==> src/rtl/fifo_rd_drain_pkg.sv <==
// fifo_rd_drain_pkg: read-side types and constants shared by fifo_rd_drain
// and its skid buffer.
//   rd_state_e : consumer FSM states (guard wait, streaming, flush/discard)
//   SKID_DEPTH : number of words the output skid buffer can hold
package fifo_rd_drain_pkg;

    typedef enum logic [1:0] {
        ST_WAIT  = 2'd0,
        ST_RUN   = 2'd1,
        ST_FLUSH = 2'd2
    } rd_state_e;

    localparam int SKID_DEPTH = 2;

endpackage

==> src/rtl/fifo_rd_drain_skid_buf2.sv <==
// skid_buf2: 2-entry register buffer feeding a valid/ready output stream.
//   rd_clk, rd_rstb : clock, async active-low reset
//   push, din       : write din behind the current contents
//   pop             : drop the head entry
//   clear           : discard all entries (wins over push/pop)
//   occ             : number of valid entries (0..2)
//   head            : registered head entry
module skid_buf2
    import fifo_rd_drain_pkg::*;
#(
    parameter int DWIDTH = 8
) (
    input  logic              rd_clk,
    input  logic              rd_rstb,
    input  logic              push,
    input  logic              pop,
    input  logic              clear,
    input  logic [DWIDTH-1:0] din,
    output logic [1:0]        occ,
    output logic [DWIDTH-1:0] head
);

    logic [DWIDTH-1:0] ent1;

    always_ff @(posedge rd_clk or negedge rd_rstb) begin
        if (!rd_rstb) begin
            occ  <= 2'd0;
            head <= '0;
            ent1 <= '0;
        end else if (clear) begin
            // Data registers keep stale contents; occ alone marks them invalid.
            occ <= 2'd0;
        end else begin
            case ({push, pop})
                2'b10: begin
                    if (occ == 2'd0) head <= din;
                    else             ent1 <= din;
                    occ <= occ + 2'd1;
                end
                2'b01: begin
                    head <= ent1;
                    occ  <= occ - 2'd1;
                end
                2'b11: begin
                    // Occupancy unchanged: second entry advances, new word fills in behind.
                    if (occ == 2'(SKID_DEPTH)) begin
                        head <= ent1;
                        ent1 <= din;
                    end else begin
                        head <= din;
                    end
                end
                default: ;
            endcase
        end
    end

endmodule

==> src/rtl/fifo_rd_drain.sv <==
// fifo_rd_drain: read-domain consumer for the async FIFO. Issues rd_en
// against fifo_empty, captures rd_data into a 2-entry skid buffer and
// presents it on a registered valid/ready stream.
//   rd_clk, rd_rstb        : read clock, async active-low reset
//   fifo_empty, rd_data    : FIFO read side (rd_data valid with rd_en & ~fifo_empty)
//   rd_en                  : FIFO read strobe (combinational)
//   flush                  : discard buffered and FIFO-resident words
//   out_valid/ready/data   : output stream
//   rd_count               : words delivered, wraps modulo 2^CWIDTH
//   busy_flush             : high while discarding
module fifo_rd_drain
    import fifo_rd_drain_pkg::*;
#(
    parameter int DWIDTH = 8,
    parameter int CWIDTH = 16,
    parameter int GUARD  = 3
) (
    input  logic              rd_clk,
    input  logic              rd_rstb,
    input  logic              fifo_empty,
    input  logic [DWIDTH-1:0] rd_data,
    output logic              rd_en,
    input  logic              flush,
    output logic              out_valid,
    input  logic              out_ready,
    output logic [DWIDTH-1:0] out_data,
    output logic [CWIDTH-1:0] rd_count,
    output logic              busy_flush
);

    localparam int GW = (GUARD > 1) ? $clog2(GUARD) : 1;

    rd_state_e   state;
    logic [GW-1:0] guard_cnt;
    logic [1:0]  occ;
    logic        push;
    logic        pop;
    logic        clear;

    // out_ready never reaches rd_en: a full buffer blocks reads even if it
    // is being drained this cycle.
    always_comb begin
        rd_en = 1'b0;
        case (state)
            ST_RUN:   rd_en = ~fifo_empty & (occ < 2'(SKID_DEPTH)) & ~flush;
            ST_FLUSH: rd_en = ~fifo_empty;
            default:  rd_en = 1'b0;
        endcase
    end

    assign push       = rd_en & (state == ST_RUN);   // FLUSH reads are dropped
    assign pop        = out_valid & out_ready;
    assign clear      = (state == ST_RUN) & flush;
    assign out_valid  = (occ != 2'd0);
    assign busy_flush = (state == ST_FLUSH);

    skid_buf2 #(.DWIDTH(DWIDTH)) u_skid (
        .rd_clk  (rd_clk),
        .rd_rstb (rd_rstb),
        .push    (push),
        .pop     (pop),
        .clear   (clear),
        .din     (rd_data),
        .occ     (occ),
        .head    (out_data)
    );

    always_ff @(posedge rd_clk or negedge rd_rstb) begin
        if (!rd_rstb) begin
            state     <= ST_WAIT;
            guard_cnt <= '0;
            rd_count  <= '0;
        end else begin
            // A handshake in the flush-request cycle still counts.
            if (pop) rd_count <= rd_count + CWIDTH'(1);
            case (state)
                ST_WAIT: begin
                    guard_cnt <= guard_cnt + 1'b1;
                    if (guard_cnt == GW'(GUARD - 1)) state <= ST_RUN;
                end
                ST_RUN: begin
                    if (flush) state <= ST_FLUSH;
                end
                ST_FLUSH: begin
                    if (fifo_empty & ~flush) state <= ST_RUN;
                end
                default: state <= ST_WAIT;
            endcase
        end
    end

endmodule

==> config.mk <==
export PLATFORM = sky130hd
export DESIGN_NAME = fifo_rd_drain
export DESIGN_NICKNAME = d
export VERILOG_FILES = /design/src/rtl/fifo_rd_drain_pkg.sv /design/src/rtl/fifo_rd_drain_skid_buf2.sv /design/src/rtl/fifo_rd_drain.sv
export SDC_FILE = /design/constraint.sdc
export NUM_CORES = 1
export LEC_CHECK = 0
export CORE_MARGIN = 2
export CORE_UTILIZATION = 35
export CTS_BUF_LIST = sky130_fd_sc_hd__clkbuf_2
export DETAILED_ROUTE_END_ITERATION = 8
export PLACE_DENSITY = 0.58
export REMOVE_ABC_BUFFERS = 1
export SYNTH_ARGS = -nofsm -noshare
export SYNTH_HDL_FRONTEND = slang
export SYNTH_SLANG_ARGS = --single-unit
==> constraint.sdc <==
create_clock -name rd_clk -period 2.9 [get_ports rd_clk]
set_clock_uncertainty 0.05 [all_clocks]
set_input_delay 0.58 -clock rd_clk [delete_from_list [all_inputs] [get_ports rd_clk]]
set_output_delay 0.58 -clock rd_clk [all_outputs]
set_load 0.05 [all_outputs]
==> key figures, run 1 <==
Global routing
  – First-pass GRT wire length: 6420 µm
  – Pin count of the biggest net entering global routing: 39
  – Vias in the first global route: 1358
  – GRT Util Overall: 0.139
  – Initial antenna violation count: 0
  – Grt ovf: 0

STA
  – Setup violations, final: 0
  – Minimum clock period: 2.64 ns
  – Fmax achieved: 0.378 GHz
  – Fin crit share: 0.912
  – Final setup margin: 0.256 ns
  – Slew HR: 0.435
  – Final Max Slew Viols: 0
  – Worst slew pin tran: 0.848 ns
  – Count of final hold-check violations: 0
  – Setup TNS: 0 ns
  – RSZ-0062 raised after global routing: no

Layout
  – N_diodes: 0
  – Layout cells sized above 1: 0.109
  – P&R area growth vs syn: 27.6%
  – Nets@finish: 219

Critical path
  – Critical path's top delay family: buffers and inverters
  – Critical path fanouts, max: 5
  – Crit path buf inv count: 2
  – Critical Path AT: 2.01 ns
  – Kind of critical path: register to output port
  – Critical Path Slowest Stage Cell: clkdlybuf4s50_1
  – Critical path capture point type: output port
  – Worst path max stage delay: 0.85 ns
  – Startpoint class of the critical path: register
  – CP required: 2.27 ns
  – CP Cell Sequence: inv_1 > ha_1 > clkdlybuf4s50_1

Logic synthesis
  – EDFF count, synth: 0
  – Cell variety after synth: 36
  – Register area share after synthesis: 0.523
  – YS warnings: 0
  – Top_reg_cell synth: dfrtp_1
  – Top cells by area, synth: dfrtp_1 52%, xnor2_1 5.8%, mux2_2 5.6%
  – Synthesized area: 1820 µm²
  – Syn_area_per_cell: 11.4 µm²
  – Yosys top cell area share: 0.523
  – Post-synthesis instance total: 159
  – Area leader, netlist: dfrtp_1
  – Asr flop ratio synth: 1.00
  – Yosys reg bits: 38

CTS
  – CTS buffer count: 5
  – Clk_lat worst skew: 0.38 ns
  – Root Buffer: clkbuf_2
  – Clk sinks: 38
  – H-tree lvl count: 2
  – Post-CTS Setup Bufs: 0
  – Clk slew on worst S/H paths: 0.20 ns
  – Deepest clock path buffer count: 2
  – Post-CTS Hold Fix Bufs: 0
  – Gates resized, CTS repair: 0
  – CTS tree: done

Die
  – Die area: 5790 µm²
  – Io pins: 40
  – Chip width: 76.1 µm
  – Chip Height: 76.1 µm
  – Initial Util: 0.358
  – # rows: 26
  – Core Area: 5070 µm²

Placement
  – Post-Place Setup Slack: 0.429 ns
  – Final HPWL DP: 2680 µm
  – RD Place Congestion: 0.802
  – Port Buffers: 39

Route
  – Post-route ant nets: 0
  – Iter 0 DRT Violations: 120
  – Routed wire per std cell: 13.6 µm
  – Via density per instance: 4.82
  – Drt first pass iters: 5
  – Drt drc: 0
  – Via count: 1312
  – Drt total wl: 3710 µm

Power
  – LEAKAGE: 1.00 nW
  – Peak supply drop: 0.000532 V
  – Power Dens Cells: 845 nW/µm²
  – Tot Pwr: 1.96 mW

Hold path
  – Hold crit path type: input pin to async pin

Status
  – Status: completed

Run
  – Max Cap Viol: 0
logic make-up after synthesis:
kind of cell,after synthesis,synth area share
AOI/OAI and AO/OA,24,0.0956
xor gates and xnor gates,16,0.0770
adders and majority gates,5,0.0344
buffers and inverters,14,0.0358
DFF,38,0.523
muxes,19,0.111
and+or+nand+nor,43,0.124
area by class of cell:
| class | instances | area (µm²) |
|---|---|---|
| clock buffer | 6 | 30.0 |
| multi-input combinational | 107 | 803 |
| timing repair buffer | 41 | 410 |
| sequential | 38 | 951 |
| clock inverter | 2 | 8.76 |
| tap | 70 | 87.6 |
| fill | 494 | 2750 |
| inverter | 8 | 30.0 |
cell usage in the layout (no fill, tap or decap), drive strengths merged, types with 3 or more instances in the layout:
cell type / instances
clkbuf: 6
nor2: 11
mux2i: 10
a21oi: 11
nand3: 3
xor2: 4
mux2: 9
clkdlybuf4s50: 37
nand2: 8
dfrtp: 38
nor2b: 3
o21ai: 4
ha: 5
xnor2: 12
nand4: 5
inv: 8
buf: 4
final timing paths:
path	cells past startpoint	slack, ns	to	from
max in group asynchronous	1	2.03	u_skid.ent1[4]	rd_rstb
worst max-delay path	3	0.26	busy_flush	state[0]
worst max register to register	6	0.79	u_skid.ent1[0]	state[1]
min in group rd_clk	1	0.44	guard_cnt[0]	guard_cnt[0]
worst min-delay path	1	0.22	rd_count[10]	rd_rstb
worst min register to register	1	0.44	guard_cnt[0]	guard_cnt[0]
synthesized netlist by cell type (2+ instances only):
| cell | count |
|---|---|
| nand3_1 | 3 |
| nand4_1 | 5 |
| inv_1 | 8 |
| mux2_2 | 9 |
| xnor2_1 | 12 |
| and4_1 | 2 |
| o21ai_0 | 3 |
| nor3_1 | 2 |
| buf_2 | 3 |
| and3_1 | 2 |
| nor2_1 | 11 |
| dfrtp_1 | 38 |
| and2_1 | 2 |
| mux2i_1 | 10 |
| nand2_1 | 8 |
| nor3b_1 | 2 |
| nor2b_1 | 3 |
| xor2_1 | 4 |
| a21oi_1 | 11 |
| ha_1 | 5 |
registers in the layout, indices dropped and copies added, names as in the netlist:
register and flops:
u_skid.occ 2, guard_cnt 2, u_skid.ent1 8, u_skid.head 8
rd_count 16, state 2
report_power, final:
| group | internal (mW) | leakage [nW] | total (mW) | switching (mW) |
|---|---|---|---|---|
| registers | 0.659 | 0.497 | 0.762 | 0.103 |
| clock network | 0.0595 | 0.0304 | 0.230 | 0.170 |
| logic | 0.366 | 0.477 | 0.970 | 0.604 |
| total | 1.09 | 1.00 | 1.96 | 0.877 |
worst register-to-register path: stages, from the launching register on:
cell and delay (ns):
dfrtp_1 0.43, inv_1 0.10, ha_1 0.27, or2b_1 0.30, a2111oi_4 0.27, buf_4 0.23, mux2_2 0.36
routing by layer:
metal | global-route usage | share of wire
met2 | 0.237 | 0.51
met1 | 0.173 | 0.45
met4 | 0.0491 | 0.0075
met5 | 0 | 0
met3 | 0.0320 | 0.034
stage by stage:
stage / hold slack, ns / cells / utilization / cell area, µm²
2_1_floorplan: 0.234 / 153 / - / 1780
3_3_place_gp: 0.405 / 264 / 0.450 / 2280
3_5_place_dp: 0.413 / 264 / 0.450 / 2280
4_1_cts: 0.232 / 272 / 0.457 / 2320
5_1_grt: 0.255 / 272 / 0.457 / 2320
6_report: 0.223 / 272 / 0.457 / 2320
No activity file was read; power rests on OpenSTA's default activity.
==> inputs of run 2 (changes only) <==
Settings changed: CORE_UTILIZATION 35 to 56, PLACE_DENSITY 0.58 to 0.86, SETUP_SLACK_MARGIN from default to 0.02.
==> key figures, run 2 (synthesis results as in run 1) <==
CTS
  – Root Buffer: clkbuf_2
  – H-tree lvl count: 2
  – Clk slew on worst S/H paths: 0.20 ns
  – Clk_lat worst skew: 0.39 ns
  – CTS buffer count: 5
  – Post-CTS Hold Fix Bufs: 0
  – Deepest clock path buffer count: 2
  – Post-CTS Setup Bufs: 0
  – Clk sinks: 38
  – CTS tree: done
  – Gates resized, CTS repair: 0

Route
  – Drt drc: 0
  – Via count: 1297
  – Drt first pass iters: 4
  – Routed wire per std cell: 14.4 µm
  – Drt total wl: 3540 µm
  – Iter 0 DRT Violations: 73
  – Post-route ant nets: 0
  – Via density per instance: 5.29

Layout
  – Leading cell type in the layout, fill and taps excluded: dfrtp_1
  – Reg area: 951 µm²
  – Nets@finish: 218
  – P&R area growth vs syn: 25.4%
  – Post-Layout Inst Area: 2280 µm²
  – Most frequent cells in the layout: 38 x dfrtp_1, 37 x clkdlybuf4s50_1, 12 x xnor2_1
  – Layout cells sized above 1: 0.104
  – Filler cell count in the final layout: 241
  – Footprint of the multi-input gates: 803 µm²
  – N_diodes: 0
  – Largest Register: rd_count
  – Number of flip-flops in the largest register: 16
  – Top Registers: rd_count (16), u_skid.ent1 (8), u_skid.head (8)

Global routing
  – Initial antenna violation count: 0
  – GRT Util Overall: 0.216
  – Pin count of the biggest net entering global routing: 39
  – Grt ovf: 0
  – Vias in the first global route: 1305
  – First-pass GRT wire length: 5760 µm

Critical path
  – CP required: 2.27 ns
  – Crit path buf inv count: 2
  – Critical Path AT: 2.03 ns
  – Worst path max stage delay: 0.70 ns
  – Critical Path Slowest Stage Cell: clkdlybuf4s50_1
  – Critical path's top delay family: buffers and inverters
  – CP Cell Sequence: nor2_1 > inv_1 > clkdlybuf4s50_1
  – Kind of critical path: register to output port
  – Critical path capture point type: output port
  – Startpoint class of the critical path: register
  – Critical path fanouts, max: 10

Placement
  – RD Place Congestion: 0.736
  – Final HPWL DP: 2620 µm
  – Placed Area: 2240 µm²
  – Port Buffers: 39

Run
  – Max Cap Viol: 0

Power
  – Power Dens Cells: 862 nW/µm²
  – Peak supply drop: 0.000649 V
  – LEAKAGE: 0.999 nW

STA
  – Worst slew pin tran: 0.824 ns
  – Count of final hold-check violations: 0
  – Fin crit share: 0.916
  – Setup TNS: 0 ns
  – Final Max Slew Viols: 0
  – Setup violations, final: 0
  – Fmax achieved: 0.376 GHz
  – Slew HR: 0.450
  – Minimum clock period: 2.66 ns
  – RSZ-0062 raised after global routing: no

Status
  – Status: completed

Die
  – Chip Height: 61.0 µm
  – Core Area: 3080 µm²
  – Die area: 3720 µm²
  – # rows: 20
  – Io pins: 40
  – Initial Util: 0.591
  – Chip width: 61.0 µm

Hold path
  – Hold crit path type: input pin to async pin
==> run 2: worst paths after layout <==
check | startpoint | endpoint | slack, ns | cells past startpoint
max | u_skid.occ[1] | out_valid | 0.24 | 3
max reg2reg | state[1] | u_skid.ent1[6] | 0.64 | 6
min | rd_rstb | state[1] | 0.19 | 1
max in group asynchronous | rd_rstb | rd_count[5] | 2.07 | 1
min in group rd_clk | rd_count[15] | rd_count[15] | 0.43 | 1
min reg2reg | rd_count[15] | rd_count[15] | 0.43 | 1
==> run 2: final cells by class <==
type / instances / area share
well taps: 44 / 0.0241
flip-flops and latches: 38 / 0.417
clock inverters: 2 / 0.00384
repair buffers: 40 / 0.177
inverters: 8 / 0.0132
multi-input cells: 107 / 0.352
clock buffers: 6 / 0.0132
==> run 2: power by group <==
part           switching, mW  leakage (nW)  internal (mW)  total, mW
clock                  0.172        0.0304         0.0594      0.231
combinational          0.601         0.472          0.366      0.967
sequential             0.109         0.497          0.659      0.769
==> run 2: worst reg2reg max path: cells and delay by family (launching register included) <==
kind / cells / cell delay, ns
AOI/OAI and AO/OA: 2 / 0.66
adders and majority gates: 1 / 0.28
buffers and inverters: 1 / 0.10
DFF: 1 / 0.44
muxes: 1 / 0.40
and+or+nand+nor: 1 / 0.22
==> run 2: metrics by stage <==
stage,hold WS [ns],worst slack [ns],utilization,total power [mW],std cells
finish,0.193,0.244,0.741,1.97,245
global route,0.249,0.109,0.741,2.10,245
CTS,0.229,0.248,0.741,1.98,245
detailed placement,0.416,0.321,0.728,1.75,237
global placement,0.406,0.385,0.728,1.70,237
floorplan,0.234,0.703,-,1.43,153
==> run 2: metal layers <==
| layer | wire [µm] | up-vias | global-route usage |
|---|---|---|---|
| li1 | - | 629 | - |
| met1 | 1580 | 634 | 0.263 |
| met2 | 1790 | 28 | 0.366 |
| met3 | 113 | 6 | 0.0448 |
| met4 | 52 | 0 | 0.102 |
| met5 | 0 | - | 0 |
==> inputs of run 3 (changes only) <==
Settings changed: ABC_AREA from default to 1, CORE_UTILIZATION 56 to 58, PLACE_DENSITY 0.86 to 0.87, SYNTH_HIERARCHICAL from default to 1.
==> key figures, run 3 <==
Route
  – Drt first pass iters: 4
  – Post-route ant nets: 0
  – Via density per instance: 5.08
  – Routed wire per std cell: 11.8 µm
  – Iter 0 DRT Violations: 57
  – Drt drc: 0
  – Drt total wl: 4050 µm
  – Via count: 1743

STA
  – Slew HR: 0.454
  – Setup violations, final: 0
  – Fmax achieved: 0.386 GHz
  – Setup TNS: 0 ns
  – Fin crit share: 0.894
  – Final setup margin: 0.306 ns
  – Minimum clock period: 2.59 ns
  – RSZ-0062 raised after global routing: no
  – Worst slew pin tran: 0.819 ns
  – Final Max Slew Viols: 0
  – Count of final hold-check violations: 0

Critical path
  – CP Cell Sequence: inv_1 > ha_1 > clkdlybuf4s50_1
  – CP required: 2.27 ns
  – Worst reg2reg setup slack: 0.57 ns
  – Crit path depth: 3
  – Reg2reg path depth: 12
  – Critical path capture point type: output port
  – CP startpoint: state[0]
  – Worst R2R End: u_skid/ent1[0]
  – Critical Path Slowest Stage Cell: clkdlybuf4s50_1
  – Worst path max stage delay: 0.82 ns
  – Critical path fanouts, max: 4
  – Critical path's top delay family: buffers and inverters
  – Kind of critical path: register to output port
  – Critical Path AT: 1.96 ns
  – CP endpoint: busy_flush
  – Crit path buf inv count: 2
  – R2R Path Start: state[1]
  – Startpoint class of the critical path: register

Layout
  – Layout cells sized above 1: 0.125
  – Reg area: 951 µm²
  – Top Registers: rd_count (16), u_skid/ent1 (8), u_skid/head (8)
  – Number of flip-flops in the largest register: 16
  – Final Core Density: 0.756
  – Leading cell type in the layout, fill and taps excluded: nand2_1
  – Nets@finish: 314
  – Filler cell count in the final layout: 267
  – N_diodes: 0
  – Footprint of the multi-input gates: 930 µm²
  – Largest Register: rd_count
  – P&R area growth vs syn: 23.5%
  – Most frequent cells in the layout: 61 x nand2_1, 42 x inv_1, 38 x dfrtp_1

Logic synthesis
  – Post-synthesis instance total: 251
  – Asr flop ratio synth: 1.00
  – EDFF count, synth: 0
  – Top cells by area, synth: dfrtp_1 46%, nand2_1 11%, nand3_1 8.3%
  – Yosys top cell area share: 0.462
  – Yosys reg bits: 38
  – YS warnings: 6
  – Most frequent cell after synthesis: nand2_1
  – Top cells by count, synth: 61 x nand2_1, 42 x inv_1, 38 x dfrtp_1
  – Register area share after synthesis: 0.462
  – Synthesized area: 2060 µm²
  – Top_reg_cell synth: dfrtp_1
  – Area leader, netlist: dfrtp_1
  – Syn_area_per_cell: 8.20 µm²
  – Cell variety after synth: 24

CTS
  – Post-CTS Hold Fix Bufs: 0
  – Gates resized, CTS repair: 0
  – Post-CTS Setup Bufs: 0
  – Clk sinks: 38
  – CTS tree: done
  – Clk_lat worst skew: 0.41 ns
  – Root Buffer: clkbuf_2
  – Clk slew on worst S/H paths: 0.20 ns
  – Deepest clock path buffer count: 2
  – CTS buffer count: 5
  – H-tree lvl count: 2

Die
  – # rows: 21
  – Io pins: 40
  – Chip Height: 63.6 µm
  – Core Area: 3360 µm²
  – Chip width: 63.6 µm
  – Initial Util: 0.612
  – Die area: 4040 µm²

Run
  – Max Cap Viol: 0

Global routing
  – Initial antenna violation count: 0
  – Grt ovf: 0
  – GRT Util Overall: 0.226
  – Vias in the first global route: 1667
  – First-pass GRT wire length: 7220 µm
  – Pin count of the biggest net entering global routing: 39

Power
  – LEAKAGE: 1.29 nW
  – Peak supply drop: 0.000609 V
  – Power Dens Cells: 926 nW/µm²

Placement
  – Final HPWL DP: 3010 µm
  – Port Buffers: 39
  – Post-Place Setup Slack: 0.235 ns
  – RD Place Congestion: 0.782

Status
  – Status: completed

Hold path
  – Hold crit path type: input pin to async pin
==> run 3: changes by cell type after synthesis, moves of 4 or more <==
| cell | before | now |
|---|---|---|
| xnor2_1 | 12 | 5 |
| nor2_2 | 0 | 5 |
| nand3_1 | 3 | 34 |
| mux2i_1 | 10 | 0 |
| nand2_2 | 0 | 6 |
| nand2_1 | 8 | 61 |
| nor2_1 | 11 | 15 |
| mux2_2 | 9 | 0 |
| o21ai_2 | 0 | 8 |
| inv_1 | 8 | 42 |
| a21oi_1 | 11 | 0 |
==> run 3: cell type report <==
class | instances | share of cell area
Sequential cell | 38 | 0.374
Multi-Input combinational cell | 168 | 0.366
Timing Repair Buffer | 40 | 0.159
Inverter | 43 | 0.0635
Tap cell | 46 | 0.0226
Clock buffer | 6 | 0.0118
Clock inverter | 2 | 0.00345
==> run 3: per-layer routing <==
metal / GRT usage / part of all wire / up-vias / wire length, µm
met3: 0.0375 / 0.048 / 8 / 195
li1: - / - / 875 / -
met2: 0.391 / 0.50 / 47 / 2020
met5: 0 / 0 / - / 0
met1: 0.274 / 0.44 / 813 / 1770
met4: 0.109 / 0.015 / 0 / 61
==> run 3: how the worst min path moves through the flow <==
| stage | startpoint | to | cells past startpoint |
|---|---|---|---|
| after floorplan | rd_rstb | guard_cnt[0] | 0 |
| after global placement | guard_cnt[0] | guard_cnt[0] | 1 |
| after detailed placement | guard_cnt[0] | guard_cnt[0] | 1 |
| after CTS | rd_rstb | rd_count[2] | 1 |
| after global routing | rd_rstb | rd_count[3] | 1 |
| final | rd_rstb | u_skid/ent1[6] | 1 |
==> run 3: where the power goes <==
part	internal, mW	total (mW)	switching, mW
Sequential	0.699	0.844	0.145
Combinational	0.440	1.28	0.837
Clock	0.0592	0.233	0.173
==> run 3: cells by family after synthesis <==
family	count (synthesis)	share of synthesized area
fa+ha+maj	5	0.0304
flops	38	0.462
buf+inv	45	0.0863
compound gates	17	0.0596
xor+xnor	10	0.0426
simple gates	136	0.319
==> run 3: metrics by stage <==
stage / power (mW) / hold slack [ns] / cells / instance area [µm²]
after floorplan: 1.74 / 0.234 / 249 / 2040
after global placement: 2.11 / 0.407 / 335 / 2500
after detailed placement: 2.14 / 0.411 / 335 / 2500
after CTS: 2.37 / 0.216 / 343 / 2540
after global routing: 2.53 / 0.251 / 343 / 2540
final: 2.35 / 0.188 / 343 / 2540
